**src/rtl/cache_mem_pkg.sv**
```systemverilog
`default_nettype none
// +--------------------------------------------------------------------------+
// | cache_mem_pkg: line geometry and bridge state shared by the cache side.  |
// | Revision: 1.0                                                            |
// +--------------------------------------------------------------------------+
package cache_mem_pkg;

  localparam int LINE_WORDS = 8;
  localparam int LINE_BYTES = 32;
  localparam int OFFSET_W   = 5;
  localparam int WORD_W     = 32;

  typedef enum logic [1:0] {
    IDLE   = 2'd0,
    ISSUE  = 2'd1,
    WAIT_R = 2'd2,
    RESP   = 2'd3
  } bridge_state_e;

endpackage : cache_mem_pkg
`default_nettype wire

```
**src/rtl/cache_mem_bridge.sv**
```systemverilog
`default_nettype none
// +--------------------------------------------------------------------------+
// | cache_mem_bridge: serialises one 256-bit cache line request into eight   |
// | 32-bit memory beats and reassembles fill data into a full line.          |
// | Revision: 1.0                                                            |
// +--------------------------------------------------------------------------+
module cache_mem_bridge
  import cache_mem_pkg::*;
#(
  parameter int LINE_WORDS = 8,
  parameter int ADDR_W     = 32
) (
  input  logic                           clk,
  input  logic                           rst,
  input  logic                           i_req_en,
  input  logic                           i_req_write,
  input  logic [ADDR_W-1:0]              i_req_addr,
  input  logic [LINE_WORDS*WORD_W-1:0]   i_wline,
  output logic                           o_resp,
  output logic [LINE_WORDS*WORD_W-1:0]   o_rline,
  output logic                           o_mem_valid,
  output logic                           o_mem_we,
  output logic [ADDR_W-1:0]              o_mem_addr,
  output logic [WORD_W-1:0]              o_mem_wdata,
  input  logic                           i_mem_ready,
  input  logic                           i_mem_rvalid,
  input  logic [WORD_W-1:0]              i_mem_rdata
);

  localparam int CNT_W  = $clog2(LINE_WORDS);
  localparam int LANE_W = OFFSET_W - CNT_W;
  localparam int LINE_W = LINE_WORDS * WORD_W;

  bridge_state_e              r_state;
  logic [CNT_W-1:0]           r_cnt;
  logic                       r_write;
  logic [ADDR_W-OFFSET_W-1:0] r_base_hi;
  logic [LINE_W-1:0]          r_wline;
  logic [LINE_W-1:0]          r_rline;
  logic                       r_resp;
  logic                       r_mem_valid;
  logic                       r_mem_we;
  logic [ADDR_W-1:0]          r_mem_addr;
  logic [WORD_W-1:0]          r_mem_wdata;

  logic [CNT_W-1:0]           w_cnt_inc;
  logic                       w_last;
  logic [ADDR_W-1:0]          w_next_addr;
  logic                       w_unused;

  // The base is line aligned, so a beat address is just base | word index.
  assign w_cnt_inc   = r_cnt + 1'b1;
  assign w_last      = (r_cnt == CNT_W'(LINE_WORDS - 1));
  assign w_next_addr = {r_base_hi, w_cnt_inc, {LANE_W{1'b0}}};
  assign w_unused    = ^i_req_addr[OFFSET_W-1:0];

  always_ff @(posedge clk) begin
    if (rst) begin
      r_state     <= IDLE;
      r_cnt       <= '0;
      r_write     <= 1'b0;
      r_base_hi   <= '0;
      r_wline     <= '0;
      r_rline     <= '0;
      r_resp      <= 1'b0;
      r_mem_valid <= 1'b0;
      r_mem_we    <= 1'b0;
      r_mem_addr  <= '0;
      r_mem_wdata <= '0;
    end else begin
      r_resp <= 1'b0;
      case (r_state)
        IDLE: begin
          if (i_req_en) begin
            r_write     <= i_req_write;
            r_base_hi   <= i_req_addr[ADDR_W-1:OFFSET_W];
            r_wline     <= i_wline;
            r_cnt       <= '0;
            r_mem_valid <= 1'b1;
            r_mem_we    <= i_req_write;
            r_mem_addr  <= {i_req_addr[ADDR_W-1:OFFSET_W], {OFFSET_W{1'b0}}};
            r_mem_wdata <= i_req_write ? i_wline[WORD_W-1:0] : '0;
            r_state     <= ISSUE;
          end
        end
        ISSUE: begin
          if (i_mem_ready) begin
            if (r_write) begin
              if (w_last) begin
                r_mem_valid <= 1'b0;
                r_resp      <= 1'b1;
                r_state     <= RESP;
              end else begin
                r_cnt       <= w_cnt_inc;
                r_mem_addr  <= w_next_addr;
                r_mem_wdata <= r_wline[w_cnt_inc*WORD_W +: WORD_W];
              end
            end else begin
              r_mem_valid <= 1'b0;
              r_state     <= WAIT_R;
            end
          end
        end
        WAIT_R: begin
          if (i_mem_rvalid) begin
            r_rline[r_cnt*WORD_W +: WORD_W] <= i_mem_rdata;
            if (w_last) begin
              r_resp  <= 1'b1;
              r_state <= RESP;
            end else begin
              r_cnt       <= w_cnt_inc;
              r_mem_valid <= 1'b1;
              r_mem_addr  <= w_next_addr;
              r_mem_wdata <= '0;
              r_state     <= ISSUE;
            end
          end
        end
        RESP: begin
          r_state <= IDLE;
        end
        default: begin
          r_state <= IDLE;
        end
      endcase
    end
  end

  assign o_resp      = r_resp;
  assign o_rline     = r_rline;
  assign o_mem_valid = r_mem_valid;
  assign o_mem_we    = r_mem_we;
  assign o_mem_addr  = r_mem_addr;
  assign o_mem_wdata = r_mem_wdata;

endmodule : cache_mem_bridge
`default_nettype wire

```
**config.mk**
```make
export PLATFORM = sky130hd
export DESIGN_NAME = cache_mem_bridge
export DESIGN_NICKNAME = d
export VERILOG_FILES = /design/src/rtl/cache_mem_pkg.sv /design/src/rtl/cache_mem_bridge.sv
export SDC_FILE = /design/constraint.sdc
export NUM_CORES = 1
export LEC_CHECK = 0
export CAP_MARGIN = 25
export CORE_MARGIN = 4
export CORE_UTILIZATION = 28
export DETAILED_ROUTE_END_ITERATION = 6
export GPL_TIMING_DRIVEN = 0
export PLACE_DENSITY = 0.49
export RECOVER_POWER = 25
export SYNTH_ARGS = -nofsm -noshare
export SYNTH_HDL_FRONTEND = slang
export SYNTH_SLANG_ARGS = --single-unit
```
**constraint.sdc**
```tcl
create_clock -name clk -period 2.85 [get_ports clk]
set_input_delay 0.4275 -clock clk [delete_from_list [all_inputs] [get_ports clk]]
set_output_delay 0.4275 -clock clk [all_outputs]
set_load 0.02 [all_outputs]
```
# Yosys cells after proc, flatten, opt, wreduce, memory -nomap -nowiden
# Index checks and enable logic that the tools add are counted.
[classes]
n_eq_ne = 11
n_shift = 3
addsub = 2
mux = 40
n_reduce_logical = 8
[ops]
columns = ["operator", "count"]
rows = [
  ["$mux 32", 12],
  ["$bwmux 256", 1],
  ["$shift 32x34->256 const A", 1],
  ["$shiftx 256x9->32", 1],
  ["$shiftx 32x34->256", 1],
  ["$pmux 32 s3", 2],
  ["$neg 8->34", 1],
  ["$mux 3", 5],
  ["$mux 2", 6],
  ["$ne 2x2->1 const B", 6],
  ["$mux 1", 10],
  ["$pmux 3 s3", 1],
  ["$pmux 2 s4", 1],
  ["$reduce_and 7->1", 1],
  ["$reduce_and 6->1", 1],
  ["$reduce_and 5->1", 1],
  ["$eq 2x2->1 const B", 2],
  ["$reduce_and 2->1", 2],
  ["$reduce_and 4->1", 1],
  ["$add 3x1->3 const B", 1],
  ["$eq 3x3->1 const B", 1],
  ["$ne 3x3->1 const B", 1],
  ["$pmux 1 s3", 1],
  ["$reduce_bool 3->1", 1],
  ["3 further kinds", 3],
]
[word_totals]
out_inout_bits = 323
input_bits = 326
word_cells = 74
register_bits = 611

# Logic depth before layout (Yosys ltp)
# Gate-level depths: netlist of run 1.
[logic_depth]
depth_word = 6
ltp_mapped = 12
depth_no_buf = 7

# Least setup slack after synthesis of run 1
# No wires, ideal clock.
[synth_path]
path_kind = "reg-to-reg"
from = "register r_cnt[0]"
to = "register r_rline[193], in the netlist o_rline[193]"
arrival_ns = 2.806
synth_period_minus_slack_ns = 2.938
t_required_ns = 2.718
n_path_buf = 4
stages_incl_launch_ff = 12
path_slack_ns = -0.088
setup_ns = 0.132
cell_sequence = "dfxtp_1 > buf_4 > inv_2 > buf_1 > ha_1 > ha_1 > nand3b_1 > or4_1 > clkbuf_1 > buf_2 > nand2_1 > a21oi_1"
[synth_via]
elab_chain_len = 3
elab_cells_between_ends = 4
classes_between = "add/sub (1); shift (2); mux (1)"
[synth_lines]
columns = ["element", "line", "source"]
rows = [
  ["from (decl)", "cache_mem_bridge.sv:35", "logic [CNT_W-1:0] r_cnt;"],
  ["from (signal assigned)", "cache_mem_bridge.sv:94", "r_cnt <= w_cnt_inc;"],
  ["from (signal assigned)", "cache_mem_bridge.sv:111", "r_cnt <= w_cnt_inc;"],
  ["$neg 8->34 (*)", "cache_mem_bridge.sv:106", "r_rline[r_cnt*WORD_W +: WORD_W] <= i_mem_rdata;"],
  ["$shiftx 32x34->256 or $shift 32x34->256 (tied branches)", "cache_mem_bridge.sv:106", ""],
  ["$bwmux 256 (*)", "cache_mem_bridge.sv:106", ""],
  ["to (signal, indexed assignment)", "cache_mem_bridge.sv:106", ""],
  ["to (decl)", "cache_mem_bridge.sv:39", "logic [LINE_W-1:0] r_rline;"],
]
# Mark *: on every way between the ends. The rest lies on a longest branch, timed or not.
# A chain may end at the register's enable or synchronous reset.

# Worst setup path in the final report of run 1
[layout_path]
from = "register r_cnt[0]"
to = "register r_mem_wdata[27], in the netlist o_mem_wdata[27]"
[layout_via]
elab_chain_len = 6
elab_cells_between_ends = 10
classes_between = "add/sub (1); eq/ne (3); shift (1); mux (4); reduce/logical (1)"
[layout_lines]
columns = ["element", "line", "source"]
rows = [
  ["$add 3x1->3", "cache_mem_bridge.sv:52", "assign w_cnt_inc = r_cnt + 1'b1;"],
  ["$shiftx 256x9->32", "cache_mem_bridge.sv:96", "r_mem_wdata <= r_wline[w_cnt_inc*WORD_W +: WORD_W];"],
  ["$mux 32", "cache_mem_bridge.sv:89", "if (w_last) begin"],
  ["$mux 32", "cache_mem_bridge.sv:88", "if (r_write) begin"],
  ["$mux 32", "cache_mem_bridge.sv:87", "if (i_mem_ready) begin"],
  ["$pmux 32 s3", "cache_mem_bridge.sv:72", "case (r_state)"],
  ["to (signal assigned)", "cache_mem_bridge.sv:82", "r_mem_wdata <= i_req_write ? i_wline[WORD_W-1:0] : '0;"],
  ["to (signal assigned)", "cache_mem_bridge.sv:96", ""],
  ["to (decl)", "cache_mem_bridge.sv:44", "logic [WORD_W-1:0] r_mem_wdata;"],
]
# Parallel ways exist; a longest one is shown, timed or not. The select of a mux whose other input is x is not followed.

==> results.json, run 1 <==
{
  "run_status": "finished clean",
  "antenna_left": 0,
  "muxShareOfSynthArea_pct": 8.50,
  "h-tree-depth": 3,
  "reg2reg_to": "o_mem_wdata[27]$_SDFFE_PP0P_",
  "syn2layout_area_growth_pct": 43.9,
  "setup_viol": 0,
  "drv_cap": 0,
  "grt_pass1_wl_um": 163000,
  "worst_clock_skew_ps": 32.5,
  "synth_seq_cells": 606,
  "cp_max_fo": 10,
  "p_int_mw": 18.6,
  "synth_ff_type": "dfxtp_1",
  "clk_pin_slew_ps": 60,
  "r2r_slack_ps": 110,
  "cts.sinks": 606,
  "grt_pass1_vias": 23072,
  "overflow": 0,
  "dieArea_sq_um": 90200,
  "start_util_pct": 28.4,
  "drt_pass1_iterations": 5,
  "period_share_pct": 96.1,
  "fmax_ghz": 0.365,
  "yosys.area.top_type_share_pct": 50.7,
  "ys_types": 46,
  "end_kind": "flip-flop",
  "yosys.area.top_type": "dfxtp_1",
  "min_to": "o_rline[7]$_SDFFE_PP0P_",
  "postSynth.asyncResetShare_pct": 0,
  "numCtsBuffers": 72,
  "vias": 23312,
  "die_h_um": 300,
  "p_sw_mw": 9.92,
  "num_io_pins": 649,
  "hold_start": "i_mem_rdata[7]",
  "drive_gt1_share_pct": 8.60,
  "worst-setup-path-type": "reg -> reg",
  "pwr_density_cell_nw_per_um2": 828,
  "cts_root_buffer": "clkbuf_16",
  "start_kind": "flip-flop",
  "synth_xor_area_share_pct": 0,
  "hold_class": "in -> reg",
  "final.min_clock_period_ps": 2740,
  "holdBufCountCts": 0,
  "first_iter_violations": 1442,
  "cts_tree": "yes",
  "gp_congestion": 0.859,
  "wl_per_cell_um": 24.2,
  "netSwitchingFraction_pct": 34.8,
  "fillers": 8770,
  "rows": 106,
  "placed_area_sq_um": 31600,
  "setup_tns_ps": 0,
  "avgSynthCellArea_sq_um": 8.44,
  "drc": 0,
  "fin_nets": 3873,
  "seq_area_frac_synth_pct": 50.7,
  "cts_buffer_depth": 3,
  "hpwl_um": 90800,
  "synth_compound_area_share_pct": 14.7,
  "track_usage_pct": 24.5,
  "routed_via_density": 4.93,
  "clockPowerShare_pct": 34.3,
  "portBuffers": 619,
  "required_ps": 3320,
  "timing.rr.start": "r_cnt[0]$_SDFFE_PP0P_",
  "synth_simple_gate_area_share_pct": 20.6,
  "final_hold_viol_count": 0,
  "wl_um": 115000,
  "clkLatencyLatePin_ps": 630,
  "p_seq_share_pct": 35.7,
  "grt_max_degree": 14,
  "drv_slew": 0,
  "p_leak_nw": 12.8,
  "yosysWarnings": 0,
  "synth-edff-count": 0,
  "die_w_um": 300,
  "cp_data_arrival_time_ps": 3210,
  "syn_area_sq_um": 23900,
  "worst_ir_drop_vdd_mv": 0.413,
  "synth_area_leaders": "dfxtp_1 51%, nand2_1 14%, a21oi_1 11%",
  "antenna_found_initial": 22,
  "hold_depth": 3,
  "p_comb_share_pct": 30.0,
  "core_sq_um": 84200,
  "reg2regPathDepth": 10,
  "synth_top_family_by_area": "simple AND/OR/NAND/NOR gates",
  "fin_area_sq_um": 34400,
  "synth_fa_ha_area_share_pct": 0.523,
  "syn_inst": 2835,
  "slew_headroom_pct": 39.7,
  "worst_pin_slew_ps": 905
}
synth_stat cells, types with 18 or more instances:
cell and instances:
a31o_1 22, buf_2 43, and3_1 24, a211oi_1 27, o221ai_1 33, buf_1 18
dfxtp_1 606, mux2i_1 59, o21ai_1 18, a21oi_1 530, mux4_2 64, nand4_1 40
nand2_1 866, nand3_1 195, clkbuf_1 208
how the worst max path moves through the flow:
stage | startpoint | slack, ps | depth (start not counted) | end
final | r_cnt[0]$_SDFFE_PP0P_ | 110 | 10 | o_mem_wdata[27]$_SDFFE_PP0P_
after global routing | r_cnt[0]$_SDFFE_PP0P_ | -3 | 12 | o_rline[59]$_SDFFE_PP0P_
after CTS | r_state[0]$_SDFFE_PP0P_ | 4 | 8 | r_wline[198]$_SDFFE_PP0P_
after detailed placement | r_cnt[0]$_SDFFE_PP0P_ | -910 | 11 | o_rline[187]$_SDFFE_PP0P_
after global placement | rst | -950 | 5 | r_wline[123]$_SDFFE_PP0P_
after floorplan | r_cnt[0]$_SDFFE_PP0P_ | 50 | 11 | o_rline[193]$_SDFFE_PP0P_
power groups by stage:
stage | Clock (mW) | Sequential (mW) | Combinational (mW)
6_report | 9.76 | 10.2 | 8.55
5_1_grt | 10.3 | 10.3 | 9.25
4_1_cts | 9.94 | 10.2 | 8.64
3_5_place_dp | 0 | 10.4 | 8.50
3_3_place_gp | 0 | 10.4 | 8.46
2_1_floorplan | 0 | 10.5 | 4.61
what timing repair did:
action / in CTS / in global routing
endpoints found under the setup margin: 329 / 312
pin swaps: 3 / 3
buffers inserted: 4 / 6
resized for setup: 65 / 54
layout by cell type, fill, tap and decap left out, drive strengths merged, types with 12 or more instances in the layout:
cell	synthesis	routed
clkbuf	208	315
clkdlybuf4s50	0	388
mux2i	59	59
o221ai	33	33
mux4	64	64
o21ai	21	21
a211oi	27	27
and3	24	24
dlygate4sd3	0	231
nand3	196	196
buf	70	76
nand2	866	866
dfxtp	606	606
clkinv	1	12
a21oi	530	530
a31o	23	23
nand4	40	40
logic make-up (layout without fill, tap and decap cells):
kind of cell             after synthesis  count (layout)
flip-flops                           606             606
AO/OA/AOI/OAI                        642             642
buffers and inverters                286            1042
adder cells (fa/ha/maj)               10              10
other                                  1               9
multiplexers                         123             123
AND/OR/NAND/NOR                     1167            1167
metrics by stage:
stage / utilization, % / setup WS (ps) / hold slack, ps / total power [mW] / std cells
floorplan: - / 47.7 / 433 / 15.2 / 2836
global placement: 37.4 / -948 / 439 / 18.8 / 4589
global route: 40.9 / -2.65 / 302 / 29.8 / 4728
finish: 40.9 / 110 / 289 / 28.5 / 4733
detailed placement: 37.5 / -915 / 445 / 18.9 / 4591
CTS: 40.7 / 4.31 / 258 / 28.8 / 4722
registers in the layout, indices dropped and copies added, names as in the netlist:
name         cells
o_mem_addr      28
o_mem_valid      1
o_mem_wdata     32
o_mem_we         1
o_resp           1
o_rline        256
r_base_hi       27
r_cnt            2
r_state          2
r_wline        256
final cells by class:
type                    count  area (sq um)  share of cell area, %
inverters                   8          37.5                  0.109
flip-flops and latches    606         12100                   35.3
well taps                1134          1420                   4.12
plain buffers             274          1290                   3.75
repair buffers            631          6300                   18.3
multi-input cells        1944         10700                   31.2
diodes                      7          17.5                 0.0509
clock inverters            24           383                   1.11
clock buffers             105          2110                   6.13
routing by layer:
metal / track usage [%] / routed length [um] / vias to the layer above
met5: 0 / 156 / -
met4: 8.13 / 4100 / 24
met3: 6.39 / 8160 / 184
met2: 43.3 / 56500 / 785
met1: 28.8 / 45800 / 11165
li1: - / - / 11154
worst max-delay path: stages, from the launching register on:
cell      delay [ps]
dfxtp_4          380
buf_12           160
inv_8             80
buf_12           160
ha_2             310
buf_4            210
buf_12           200
buf_6            210
mux4_2           520
mux2i_1          210
o221ai_1         150
Power figures use the tool's default switching activity.
==> run 2: changes to the inputs <==
- ABC_CLOCK_PERIOD_IN_PS: unset -> 2850
==> results of run 2 <==
The final DEF is identical to that of run 1; final timing and power are the same.
==> run 3: changes to the inputs <==
- CTS_CLUSTER_DIAMETER: unset -> 80
- SKIP_LAST_GASP: unset -> 1
==> results.json, run 3 (synthesized netlist as in run 1, its figures left out) <==
{
  "syn2layout_area_growth_pct": 43.9,
  "run_status": "finished clean",
  "cts_buffer_depth": 3,
  "dieArea_sq_um": 90200,
  "dp_worst_setup_slack_ps": -915,
  "fin_nets": 3872,
  "drv_cap": 0,
  "r2r_slack_ps": 110,
  "worst_ir_drop_vdd_mv": 0.416,
  "p_sw_mw": 9.95,
  "clkLatencyLatePin_ps": 620,
  "cts_tree": "yes",
  "drive_gt1_share_pct": 8.72,
  "start_kind": "flip-flop",
  "slew_headroom_pct": 39.8,
  "portBuffers": 619,
  "first_iter_violations": 1448,
  "rsz0062_at_grt": "yes",
  "pwr_density_cell_nw_per_um2": 827,
  "track_usage_pct": 24.5,
  "rows": 106,
  "p_int_mw": 18.5,
  "clk_pin_slew_ps": 60,
  "drc": 0,
  "final_common_cell": "nand2_1",
  "period_share_pct": 96.1,
  "grt_max_degree": 14,
  "p_leak_nw": 12.8,
  "worst_clock_skew_ps": 29.1,
  "h-tree-depth": 3,
  "cts.sinks": 606,
  "fin_cells": 4733,
  "setup_tns_ps": 0,
  "p_seq_share_pct": 35.8,
  "die_h_um": 300,
  "final.min_clock_period_ps": 2740,
  "clockPowerShare_pct": 34.2,
  "end_kind": "flip-flop",
  "worst_pin_slew_ps": 903,
  "wl_per_cell_um": 24.3,
  "grt_pass1_wl_um": 162000,
  "antenna_left": 0,
  "drv_slew": 0,
  "total_power_mw": 28.5,
  "routed_via_density": 4.95,
  "dpl.cell_count": 4591,
  "numCtsBuffers": 72,
  "antenna_found_initial": 22,
  "cp_data_arrival_time_ps": 3280,
  "mostFrequentLayoutCells": "866 x nand2_1, 605 x dfxtp_1, 530 x a21oi_1",
  "gp_congestion": 0.859,
  "cts_root_buffer": "clkbuf_16",
  "grt_pass1_vias": 23084,
  "cp_max_fo": 10,
  "wl_um": 115000,
  "hold_class": "in -> reg",
  "worst-setup-path-type": "reg -> reg",
  "hpwl_um": 90800,
  "vias": 23410,
  "die_w_um": 300,
  "overflow": 0,
  "core_sq_um": 84200,
  "setup_viol": 0,
  "required_ps": 3390,
  "fmax_ghz": 0.365,
  "final_hold_viol_count": 0,
  "start_util_pct": 28.4,
  "drt_pass1_iterations": 5,
  "setup_ws_ps": 112,
  "p_comb_share_pct": 30.0,
  "netSwitchingFraction_pct": 35.0,
  "num_io_pins": 649
}
-- run 3: cell count changes in the layout (fill, tap and decap cells not counted), moves of 2 or more --
cell / before / now
clkbuf_1: 185 / 179
clkinv_2: 9 / 12
buf_4: 17 / 15
buf_8: 2 / 4
clkdlybuf4s50_1: 388 / 390
dlygate4sd3_1: 231 / 229
-- run 3: final cells by class --
class / count / area (sq um)
Fill cell: 8775 / 49800
Sequential cell: 606 / 12100
Multi-Input combinational cell: 1944 / 10700
Timing Repair Buffer: 630 / 6300
Clock buffer: 102 / 2120
Tap cell: 1134 / 1420
Buffer: 274 / 1290
Clock inverter: 27 / 375
Inverter: 8 / 37.5
Antenna cell: 8 / 20.0
-- run 3: timing repair --
item | CTS | global route
pin swaps | 3 | 2
gates resized for setup | 68 | 51
hold buffers | 0 | 0
gates cloned | 0 | 0
buffers inserted | 4 | 5
setup endpoints to repair | 329 | 321
-- run 3: layer usage --
layer | track usage [%] | share of wire [%] | wire [um]
met1 | 28.8 | 40 | 45600
met2 | 43.5 | 50 | 56800
met3 | 6.38 | 7.2 | 8320
met4 | 7.76 | 3.4 | 3860
met5 | 0 | 0.13 | 153
-- run 3: path summary, 6_finish.rpt --
kind	endpoint	depth (start not counted)	start
setup / recovery	o_rline[214]$_SDFFE_PP0P_	12	r_cnt[0]$_SDFFE_PP0P_
hold / removal	o_rline[7]$_SDFFE_PP0P_	3	i_mem_rdata[7]
setup reg to reg	o_rline[214]$_SDFFE_PP0P_	12	r_cnt[0]$_SDFFE_PP0P_
hold reg to reg	o_rline[66]$_SDFFE_PP0P_	2	o_rline[66]$_SDFFE_PP0P_
-- run 3: through the flow --
step | util (%) | area, sq um | hold WS [ps]
floorplan | - | 23900 | 433
global placement | 37.4 | 31500 | 439
detailed placement | 37.5 | 31600 | 445
CTS | 40.7 | 34300 | 258
global route | 40.9 | 34400 | 302
finish | 40.9 | 34400 | 291
-- run 3: critical path, stage by stage, from the launching register on --
cell and delay (ps):
dfxtp_4 360, buf_12 150, inv_8 130, buf_8 200
ha_1 230, ha_4 250, nand3b_1 230, buf_4 190
nor4_4 280, buf_6 180, buf_4 170, nand3_1 120
a21oi_1 180
-- run 3: power by group through the flow --
stage                     Sequential (mW)  Combinational (mW)  Clock [mW]
final                                10.2                8.54        9.73
after floorplan                      10.5                4.61           0
after global routing                 10.3                9.24        10.3
after CTS                            10.2                8.62        9.91
after global placement               10.4                8.46           0
after detailed placement             10.4                8.50           0
